## src/rtl/fps_meter_pkg.sv

```systemverilog
// -----------------------------------------------------------------------------
// fps_meter_pkg
// Shared constants, FSM state encoding and a saturating-increment helper for
// the frame-rate meter.
//   COUNT_W   : width of the frame accumulator and of count_out
//   COUNT_MAX : saturation value of the accumulator
//   state_e   : meter FSM state (ST_IDLE / ST_RUN)
// -----------------------------------------------------------------------------
package fps_meter_pkg;

  localparam int COUNT_W = 8;
  localparam logic [COUNT_W-1:0] COUNT_MAX = 8'd255;

  typedef enum logic {
    ST_IDLE = 1'b0,
    ST_RUN  = 1'b1
  } state_e;

  // Adds inc to v without wrapping past COUNT_MAX.
  function automatic logic [COUNT_W-1:0] sat_inc(input logic [COUNT_W-1:0] v,
                                                 input logic               inc);
    if (inc && (v != COUNT_MAX)) begin
      return v + COUNT_W'(1);
    end
    return v;
  endfunction

endpackage : fps_meter_pkg

```

## src/rtl/fps_meter_if.sv

```systemverilog
// -----------------------------------------------------------------------------
// fps_meter_if
// Groups the meter's control inputs and result outputs.
//   en_in         : measurement enable
//   frame_done_in : frame-complete level; each rising edge is one frame
//   count_out     : frames counted in the last completed window (saturated)
//   update_out    : one-cycle pulse in the cycle count_out takes a new value
//   overflow_out  : last completed window saw more than COUNT_MAX frames
// Handshake: there is no back-pressure. update_out acts as a valid strobe for
// count_out/overflow_out; the consumer must capture them in that cycle or
// simply keep reading the held values, which stay stable until the next pulse.
// master = producer of en_in/frame_done_in, slave = the meter.
// -----------------------------------------------------------------------------
interface fps_meter_if;
  import fps_meter_pkg::*;

  logic               en_in;
  logic               frame_done_in;
  logic [COUNT_W-1:0] count_out;
  logic               update_out;
  logic               overflow_out;

  modport master (
    output en_in,
    output frame_done_in,
    input  count_out,
    input  update_out,
    input  overflow_out
  );

  modport slave (
    input  en_in,
    input  frame_done_in,
    output count_out,
    output update_out,
    output overflow_out
  );

endinterface : fps_meter_if

```

## src/rtl/fps_meter_window_tick.sv

```systemverilog
// -----------------------------------------------------------------------------
// window_tick
// Measurement-window timer. Counts 0..CLK_FREQ-1 while enabled and wraps;
// tick is high in the terminal cycle (counter at CLK_FREQ-1).
//   clk   : clock, rising edge
//   rst_n : asynchronous active-low reset
//   en    : count while high; counter is held at 0 while low
//   clr   : forces the counter back to 0 and suppresses tick
//   tick  : terminal-cycle indication (combinational from the counter)
// CLK_FREQ must be at least 2.
// -----------------------------------------------------------------------------
module window_tick #(
  parameter int CLK_FREQ = 50000000
) (
  input  logic clk,
  input  logic rst_n,
  input  logic en,
  input  logic clr,
  output logic tick
);

  localparam int CNT_W = (CLK_FREQ > 1) ? $clog2(CLK_FREQ) : 1;
  localparam logic [CNT_W-1:0] LAST = CNT_W'(CLK_FREQ - 1);

  logic [CNT_W-1:0] cnt;

  always_ff @(posedge clk or negedge rst_n) begin
    if (!rst_n) begin
      cnt <= '0;
    end else if (clr || !en) begin
      cnt <= '0;
    end else if (cnt == LAST) begin
      cnt <= '0;
    end else begin
      cnt <= cnt + CNT_W'(1);
    end
  end

  assign tick = en && !clr && (cnt == LAST);

endmodule : window_tick

```

## src/rtl/fps_meter.sv

```systemverilog
// -----------------------------------------------------------------------------
// fps_meter
// Counts rising edges of frame_done_in over fixed windows of CLK_FREQ clock
// cycles and publishes the count of each completed window.
//   clk_in    : system clock, rising edge
//   rst_n_in  : asynchronous active-low reset
//   bus       : fps_meter_if.slave (enable, frame input, results)
//   state_dbg : current FSM state, for observation only
// A window runs only while the FSM is in RUN with en_in high. Dropping en_in
// throws the partial window away; re-enabling starts a fresh full window.
// -----------------------------------------------------------------------------
module fps_meter
  import fps_meter_pkg::*;
#(
  parameter int CLK_FREQ = 50000000
) (
  input  logic         clk_in,
  input  logic         rst_n_in,
  fps_meter_if.slave   bus,
  output state_e       state_dbg
);

  state_e             state_q, state_d;
  logic               frame_d;
  logic               frame_edge;
  logic               active;
  logic               tick;
  logic [COUNT_W-1:0] acc;
  logic               ovf_flag;
  logic [COUNT_W-1:0] count_q;
  logic               update_q;
  logic               overflow_q;

  // ---------------- FSM ----------------
  always_ff @(posedge clk_in or negedge rst_n_in) begin
    if (!rst_n_in) begin
      state_q <= ST_IDLE;
    end else begin
      state_q <= state_d;
    end
  end

  always_comb begin
    state_d = state_q;
    case (state_q)
      ST_IDLE: if (bus.en_in)  state_d = ST_RUN;
      ST_RUN:  if (!bus.en_in) state_d = ST_IDLE;
      default: state_d = ST_IDLE;
    endcase
  end

  // The cycle en_in falls is already treated as outside the window, so a
  // window can never close on a cycle whose enable is low.
  assign active     = (state_q == ST_RUN) && bus.en_in;
  assign frame_edge = bus.frame_done_in && !frame_d;

  window_tick #(
    .CLK_FREQ (CLK_FREQ)
  ) u_window_tick (
    .clk   (clk_in),
    .rst_n (rst_n_in),
    .en    (state_q == ST_RUN),
    .clr   (!bus.en_in),
    .tick  (tick)
  );

  // ---------------- datapath ----------------
  // frame_d resets high so a level already high at reset release is not
  // mistaken for a new frame.
  always_ff @(posedge clk_in or negedge rst_n_in) begin
    if (!rst_n_in) begin
      frame_d    <= 1'b1;
      acc        <= '0;
      ovf_flag   <= 1'b0;
      count_q    <= '0;
      update_q   <= 1'b0;
      overflow_q <= 1'b0;
    end else begin
      frame_d  <= bus.frame_done_in;
      update_q <= 1'b0;
      if (!active) begin
        acc      <= '0;
        ovf_flag <= 1'b0;
      end else if (tick) begin
        // An edge in the terminal cycle still belongs to the closing window.
        count_q    <= sat_inc(acc, frame_edge);
        overflow_q <= ovf_flag || ((acc == COUNT_MAX) && frame_edge);
        update_q   <= 1'b1;
        acc        <= '0;
        ovf_flag   <= 1'b0;
      end else if (frame_edge) begin
        if (acc == COUNT_MAX) begin
          ovf_flag <= 1'b1;
        end else begin
          acc <= acc + COUNT_W'(1);
        end
      end
    end
  end

  assign bus.count_out    = count_q;
  assign bus.update_out   = update_q;
  assign bus.overflow_out = overflow_q;
  assign state_dbg        = state_q;

endmodule : fps_meter

```

## src/flat_wrapper.sv

```systemverilog
// flat-port wrapper written by rule: the top's interface ports become plain ports
module fps_meter_flat import fps_meter_pkg::*;
#(
  parameter int CLK_FREQ = 50000000
)
  (clk_in, rst_n_in, state_dbg, bus_en_in, bus_frame_done_in, bus_count_out, bus_update_out, bus_overflow_out);
  fps_meter_if bus_i ();
  input  logic clk_in;
  input  logic rst_n_in;
  output state_e state_dbg;
  input wire logic [$bits(bus_i.en_in)-1:0] bus_en_in;
  input wire logic [$bits(bus_i.frame_done_in)-1:0] bus_frame_done_in;
  output wire logic [$bits(bus_i.count_out)-1:0] bus_count_out;
  output wire logic [$bits(bus_i.update_out)-1:0] bus_update_out;
  output wire logic [$bits(bus_i.overflow_out)-1:0] bus_overflow_out;
  assign bus_i.en_in = bus_en_in;
  assign bus_i.frame_done_in = bus_frame_done_in;
  assign bus_count_out = bus_i.count_out;
  assign bus_update_out = bus_i.update_out;
  assign bus_overflow_out = bus_i.overflow_out;
  fps_meter #(.CLK_FREQ(CLK_FREQ)) u_core (.clk_in(clk_in), .rst_n_in(rst_n_in), .bus(bus_i), .state_dbg(state_dbg));
endmodule
```

## config.mk

```make
export PLATFORM = sky130hd
export DESIGN_NAME = fps_meter_flat
export DESIGN_NICKNAME = d
export VERILOG_FILES = /design/src/rtl/fps_meter_pkg.sv /design/src/rtl/fps_meter_if.sv /design/src/rtl/fps_meter_window_tick.sv /design/src/rtl/fps_meter.sv /design/src/flat_wrapper.sv
export SDC_FILE = /design/constraint.sdc
export NUM_CORES = 1
export LEC_CHECK = 0
export CAP_MARGIN = 10
export CORE_MARGIN = 5
export CORE_UTILIZATION = 45
export DETAILED_ROUTE_END_ITERATION = 8
export GPL_TIMING_DRIVEN = 0
export SLEW_MARGIN = 0
export SYNTH_ARGS = -nofsm -noshare
export SYNTH_HDL_FRONTEND = slang
export SYNTH_SLANG_ARGS = --single-unit
```

## constraint.sdc

```tcl
create_clock -name clk_in -period 2.64 [get_ports clk_in]
set_clock_uncertainty 0.15 [all_clocks]
set_input_delay 0.528 -clock clk_in [delete_from_list [all_inputs] [get_ports clk_in]]
set_output_delay 0.528 -clock clk_in [all_outputs]
set_load 0.005 [all_outputs]
```

==> results.toml <==
[outcome]
status = "finished, final reports clean"

[die]
die-width_um = 81.06
ios = 15
num_rows = 25
coreArea_mm2 = 0.004817
start_util_pct = 47.17
fp.dieArea_mm2 = 0.006571
die_y_um = 81.06

[pwr]
power.total_uw = 1382
p_leak_uw = 0.001131
ir_drop_v = 0.0004766
p_per_area_mw_per_mm2 = 522.6

[clock_network]
cts.sinks = 47
cts_setup_buffers = 0
cts_tree = "yes"
cts_inserted_buffers = 5
ctsHoldBuffers = 0
htree_levels = 2
postCtsResizedCells = 0
cts_buffer_depth = 2
clk_pin_slew_worst_paths_ps = 90
ctsRootBufferMaster = "clkbuf_8"
clk_latency_ps = 290

[job]
drv_cap = 0

[global_routing]
grt_use_total_pct = 14.52
grt.overflow.total = 0
antenna_found_initial = 0
grt_pass1_vias = 1580
grt_pass1_wl_um = 7162
grt_start_max_net_pins = 27

[route]
wl_per_cell_um = 14.07
num_vias = 1565
dr.pass1.iters = 4
via_per_inst = 5.252
drc = 0
wirelength_um = 4192
drt_iter0_drc = 32
postRouteAntennaNets = 0

[layout]
drive_gt1_share_pct = 11.69
area_growth_pct = 16.35
layout_commonest_cell = "dfrtp_1"
finalNetCount = 236
final_cell_mix = "dfrtp_1 (46), nor2_1 (35), xnor2_1 (16), clkdlybuf4s50_1 (13)"
diodes = 0

[critical_path]
crit_path_end_kind = "register"
reg2reg_to = "u_core.bus.count_out[4]$_DFFE_PN0P_"
crit_type = "reg2reg"
r2r_setup_slack_ps = 340
cp-start-kind = "register"
reg2reg_from = "u_core.u_window_tick.cnt[10]$_DFF_PN0_"
crit_end = "u_core.bus.count_out[4]$_DFFE_PN0P_"
cp.arrival_ps = 2330
required_ps = 2680
crit_path_start = "u_core.u_window_tick.cnt[10]$_DFF_PN0_"
reg2reg_depth = 5
cp_max_fo = 7

[synthesis]
synth_xor_area_share_pct = 10.79
synth.ff_latch_count = 47
synth_top_family_by_area = "simple AND/OR/NAND/NOR gates"
synth-warning-count = 0
synth_top_area_cell = "dfrtp_1"
syn-cell-area_mm2 = 0.002272
ys_types = 32
avgSynthCellArea_um2 = 10.92
synth-simple-area-share_pct = 26.05
yosysTopAreaCellShare_pct = 50.66
synth_mux_area_share_pct = 6.222
ys_seq_area_share_pct = 51.82
syn-instance-count = 208
syn_nets = 214
synth-compound-area-share_pct = 1.046
ys_top_cells_by_area = "dfrtp_1 (51%), xnor2_1 (6.2%), nor2_1 (5.8%), xor2_1 (4.6%), and4_1 (2.7%)"
synthAdderAreaFrac_pct = 1.101

[placed_design]
finalWeightedCongestion = 0.7967
dp_hpwl_um = 3145
place_ws_ps = 254.2
portBuffers = 14

[sta]
finalCritPeriodShare_pct = 86.96
fmax_ghz = 0.4356
setup_viol = 0
rsz0062_at_grt = "false"
slew_headroom_pct = 64.87
setup_ws_ps = 344.2
drv_slew = 0
tightest_slew_ps = 527.0
final-hold-violation-count = 0
finalCriticalPeriod_ps = 2296

[min_path]
min_path_type = "in2async"
## flip-flops by register name, summed over array words and instances, names as in the netlist
signal	count
u_core.frame_d	1
u_core.bus.overflow_out	1
u_core.u_window_tick.cnt	26
u_core.acc	8
u_core.ovf_flag	1
u_core.state_dbg	1
u_core.bus.update_out	1
u_core.bus.count_out	8
## how the worst min path moves through the flow
stage,startpoint,end,slack (ps)
floorplan,rst_n_in,u_core.acc[0]$_DFFE_PN0P_,80
finish,rst_n_in,u_core.bus.count_out[4]$_DFFE_PN0P_,50
CTS,rst_n_in,u_core.bus.count_out[5]$_DFFE_PN0P_,50
global placement,u_core.u_window_tick.cnt[0]$_DFF_PN0_,u_core.u_window_tick.cnt[0]$_DFF_PN0_,320
global route,rst_n_in,u_core.bus.count_out[4]$_DFFE_PN0P_,70
detailed placement,u_core.u_window_tick.cnt[0]$_DFF_PN0_,u_core.u_window_tick.cnt[0]$_DFF_PN0_,320
## layout make-up
type / count / area [um^2]
sequential: 47 / 1177
clock inverter: 2 / 60.06
fill: 445 / 2173
buffer: 4 / 37.54
inverter: 8 / 30.03
timing repair buffer: 15 / 155.1
tap: 67 / 83.83
clock buffer: 6 / 72.57
multi-input combinational: 149 / 1027
## per-layer routing
metal | share of wire, % | GRT usage (%) | vias up
met2 | 53 | 25.78 | 19
met3 | 2.6 | 3.991 | 9
li1 | - | - | 752
met1 | 43 | 16.02 | 785
met4 | 2.2 | 6.757 | 0
met5 | 0 | 0 | -
## where the power goes
part	leakage (uW)	switching [uW]	internal, uW
logic	0.000426	29.8	16.3
clock network	0.0000654	231	378
registers	0.000639	3.30	723
total	0.00113	264	1120
## logic make-up after synthesis
kind of cell | after synthesis
muxes | 12
and+or+nand+nor | 103
AOI/OAI and AO/OA | 4
adders and majority gates | 2
buffers and inverters | 12
DFF | 47
xor gates and xnor gates | 28
## cells in the mapped netlist (all sizes together)
master	count
a21oi	2
a31o	1
and3	4
and4	7
and4bb	1
buf	3
clkbuf	1
dfrtp	46
dfstp	1
ha	2
inv	8
mux2	8
mux2i	4
nand2	10
nand2b	1
nand3	13
nand4	10
nor2	36
nor2b	9
nor3	4
nor4	5
nor4b	1
o21ai	1
or3	1
or4b	1
xnor2	16
xor2	12
## stage by stage
step                      TNS (ps)  utilization (%)  cells  cell area, um^2  hold slack, ps
after floorplan                  0                -    208             2272           82.41
after global placement      -14350            51.82    289             2496           317.9
after detailed placement         0            52.13    290             2511           323.7
after CTS                        0            54.88    298             2644           52.68
after global routing             0            54.88    298             2644           71.55
final                            0            54.88    298             2644           50.56
## critical path, stage by stage, from the launching register on
cell	delay, ps
dfrtp_1	460
nor4_1	350
nand3_1	190
or4b_4	570
nor2_8	160
mux2_4	310
Power figures use the tool's default switching activity.
